--- config.mk ---
export PLATFORM = sky130hd
export DESIGN_NAME = key_edge
export DESIGN_NICKNAME = d
export VERILOG_FILES = /design/src/rtl/game_pkg.sv /design/src/rtl/key_edge.sv
export SDC_FILE = /design/constraint.sdc
export NUM_CORES = 1
export LEC_CHECK = 0
export CAP_MARGIN = 10
export CORE_AREA = 2 2 39 41
export CTS_CLUSTER_DIAMETER = 200
export DETAILED_ROUTE_END_ITERATION = 10
export DIE_AREA = 0 0 41 43
export PLACE_DENSITY = 0.32
export SLEW_MARGIN = 10
export SYNTH_ARGS = -nofsm -noshare
export SYNTH_HDL_FRONTEND = slang
export SYNTH_SLANG_ARGS = --single-unit
--- constraint.sdc ---
create_clock -name clk -period 1.15 [get_ports clk]
set_clock_uncertainty 0.1 [all_clocks]
set_input_delay 0.23 -clock clk [delete_from_list [all_inputs] [get_ports clk]]
set_output_delay 0.23 -clock clk [all_outputs]
set_load 0.005 [all_outputs]
--- src/rtl/game_pkg.sv ---
// Shared definitions for the memory-game datapath (playback and input_checker).
// Holds the checker FSM encoding, level geometry and small note helpers.
package game_pkg;

    localparam int NOTE_W    = 4;
    localparam int MAX_NOTES = 4;
    localparam int LEVEL_W   = 16;
    localparam int IDX_W     = 3;

    typedef enum logic [2:0] {
        IDLE,
        ARMED,
        WAIT_PRESS,
        WAIT_RELEASE,
        PASS,
        FAIL
    } state_t;

    // Index 0 is the most significant nibble, i.e. the first note played.
    function automatic logic [NOTE_W-1:0] note_at(input logic [LEVEL_W-1:0] data,
                                                  input logic [IDX_W-1:0]   idx);
        case (idx)
            3'd0:    note_at = data[15:12];
            3'd1:    note_at = data[11:8];
            3'd2:    note_at = data[7:4];
            3'd3:    note_at = data[3:0];
            default: note_at = '0;
        endcase
    endfunction

    function automatic logic [IDX_W-1:0] clamp_length(input logic [3:0] len);
        clamp_length = (len > 4'(MAX_NOTES)) ? IDX_W'(MAX_NOTES) : len[IDX_W-1:0];
    endfunction

endpackage

--- src/rtl/key_edge.sv ---
// Key press edge detector: a press is any key going down while all keys were up
// on the previous cycle, so a key held from earlier is ignored until released.
module key_edge
    import game_pkg::*;
(
    input  logic              clk,
    input  logic              reset,
    input  logic [NOTE_W-1:0] keys,
    output logic              press,
    output logic              released
);

    logic [NOTE_W-1:0] keys_q;

    always_ff @(posedge clk) begin
        if (reset) begin
            keys_q <= '0;
        end else begin
            keys_q <= keys;
        end
    end

    assign press    = (keys != '0) && (keys_q == '0);
    assign released = (keys == '0);

endmodule

==> run summary <==
vias in the first global route -> 117
Routed WL -> 284 um
Fin. Hold Viols -> 0
# fillers -> 148
cts hold-fix bufs -> 0
clock-pin slew on the worst setup and hold paths -> 40 ps
largest net degree at the start of global routing -> 5
Reg area -> 80.08 um^2
min-delay worst type -> primary input to flip-flop
CP Cell Sequence -> or4_1 -> nor2_1 -> buf_2
synth top area cells -> dfxtp_1 (65%), nor2b_1 (20%), or4_1 (6.1%)
P_leak -> 0.09835 nW
Finished Cell Area -> 232.7 um^2
synth cell count leaders -> dfxtp_1 (4), nor2b_1 (4), nor2_1 (1), nor4_1 (1), or4_1 (1)
DRC -> 0
TritonCTS Buffers -> 3
total power -> 357.1 uW
H-tree depth -> 1
Mapped Cells -> 11
Min-Delay Endpoint -> keys_q[0]$_SDFF_PP0_
CTS tree -> built
# setup viols final -> 1
Layout Area Growth over Synthesis -> 89.80%
Worst setup startpoint -> keys_q[1]$_SDFF_PP0_
setup TNS -> -401.0 ps
slew margin rel. -> 85.02%
Worst Path Arrival -> 1220 ps
die height -> 43 um
Peak VDD IR -> 237.1 uV
Multi-input gate area -> 57.56 um^2
worst-margin pin slew -> 223.0 ps
layout cells sized above 1 -> 47.62%
critical path's slowest cell -> or4_1
syn nets -> 17
fin crit share -> 134.9%
GPL Wtd Cong -> 0.5143
async set or reset register ratio after synthesis -> 0%
CTS max path bufs -> 2
Yosys top cell area share -> 65.31%
die area -> 1763 um^2
nets -> 29
Vias/cell -> 2.946
Seq/Total Area, Yosys -> 65.31%
syn_area_per_cell -> 11.15 um^2
first-pass GRT wire length -> 483 um
number of cells on the worst hold path -> 2
CTS root buf -> clkbuf_4
RSZ-0062 raised after global routing -> yes
Top FF cell, synth -> dfxtp_1
Cell Area, Placed -> 212.7 um^2
CP Data Required Time -> 820 ps
Most flops, register -> keys_q
DR WL/cell -> 7.676 um
Die W -> 41 um
MaxCap Viol Count -> 0
Mapped Area -> 122.6 um^2
post-synthesis register bit count -> 4
number of buffers added on ports -> 7
core footprint -> 1384 um^2
Buf/Inv on CP -> 1
post-route setup slack -> -401.0 ps
n_diodes -> 0
critical path's top delay family -> simple AND/OR/NAND/NOR gates
min Tclk post-route -> 1551 ps
DR pass1 iterations -> 2
critical path class -> flip-flop to primary output
f_max -> 644.7 MHz
biggest regs -> keys_q x4
Yosys warnings -> 0
max FFs per register -> 4
routed via count -> 109
status -> finished with violations
gr usage total -> 4.719%
Crit. End Element -> primary output
Detail Route Antenna Nets -> 0
CP peak stage delay -> 510 ps
clock sink count -> 4
failing checks -> negative setup slack
CP max FO -> 1
Post-synth EDFFs -> 0
first-iteration detailed-routing DRC count -> 1
crit path launch type -> flip-flop
FP Rows -> 14
Final Slew Violations -> 0
initial antenna violation count -> 0
remaining global-route overflow -> 0
final core occ -> 16.82%
Hold Path Origin -> keys[0]
leading area contributor after synthesis -> dfxtp_1
Power Density -> 1534 nW/um^2
starting density of the core -> 8.861%
post-synth cell types -> 5
total I/O pin count -> 8
-- cell usage in the layout, fill, tap and decap left out --
master	netlist	layout
clkbuf_4	0	3
nor2b_1	4	4
nor2_1	1	1
nor4_4	0	1
clkdlybuf4s50_1	0	1
clkbuf_2	0	2
buf_2	0	2
buf_6	0	2
dfxtp_1	4	4
or4_1	1	1
-- timing repair --
item / 4_1_cts / 5_1_grt
gates resized for setup: 18 / 8
setup buffers: 0 / 0
pin swaps: 3 / 3
endpoints found under the hold margin: 0 / 0
endpoints found under the setup margin: 2 / 2
-- power breakdown --
group          internal [mW]  switching, mW  leakage, nW
registers              0.147        0.00112       0.0333
clock network          0.117         0.0563       0.0138
logic                 0.0218         0.0143       0.0512
-- routing by layer --
| layer | up-vias | global-route usage [%] | part of all wire, % |
|---|---|---|---|
| met2 | 8 | 5.313 | 42 |
| met3 | 0 | 1.571 | 18 |
| met1 | 44 | 5.788 | 39 |
| met4 | 0 | 6.000 | 0 |
| li1 | 57 | - | - |
| met5 | - | 0 | 0 |
-- metrics by stage --
step / worst slack [ps] / instances / hold WS, ps
after CTS: -427.4 / 37 / 265.1
final: -401.0 / 37 / 130.4
after global routing: -457.7 / 37 / 159.8
after global placement: -826.7 / 34 / 728.9
after detailed placement: -867.6 / 34 / 733.5
after floorplan: -67.04 / 11 / 201.6
-- final cells by class --
| type | count | share of cell area, % |
|---|---|---|
| sequential | 4 | 34.41 |
| multi-input combinational | 7 | 24.73 |
| clock buffer | 3 | 9.677 |
| tap | 16 | 8.602 |
| timing repair buffer | 7 | 22.58 |
-- how the worst max path moves through the flow --
stage	endpoint	slack, ps	cells past startpoint
finish	press	-400	3
global route	press	-460	3
CTS	press	-430	3
floorplan	press	-70	2
detailed placement	released	-870	3
global placement	released	-830	3
-- logic make-up (layout without fill, tap and decap cells) --
family	after synthesis	after routing	share of synthesized area (%)
buf+inv	0	10	0
flops	4	4	65.31
simple gates	7	7	34.69
Power figures use the tool's default switching activity.
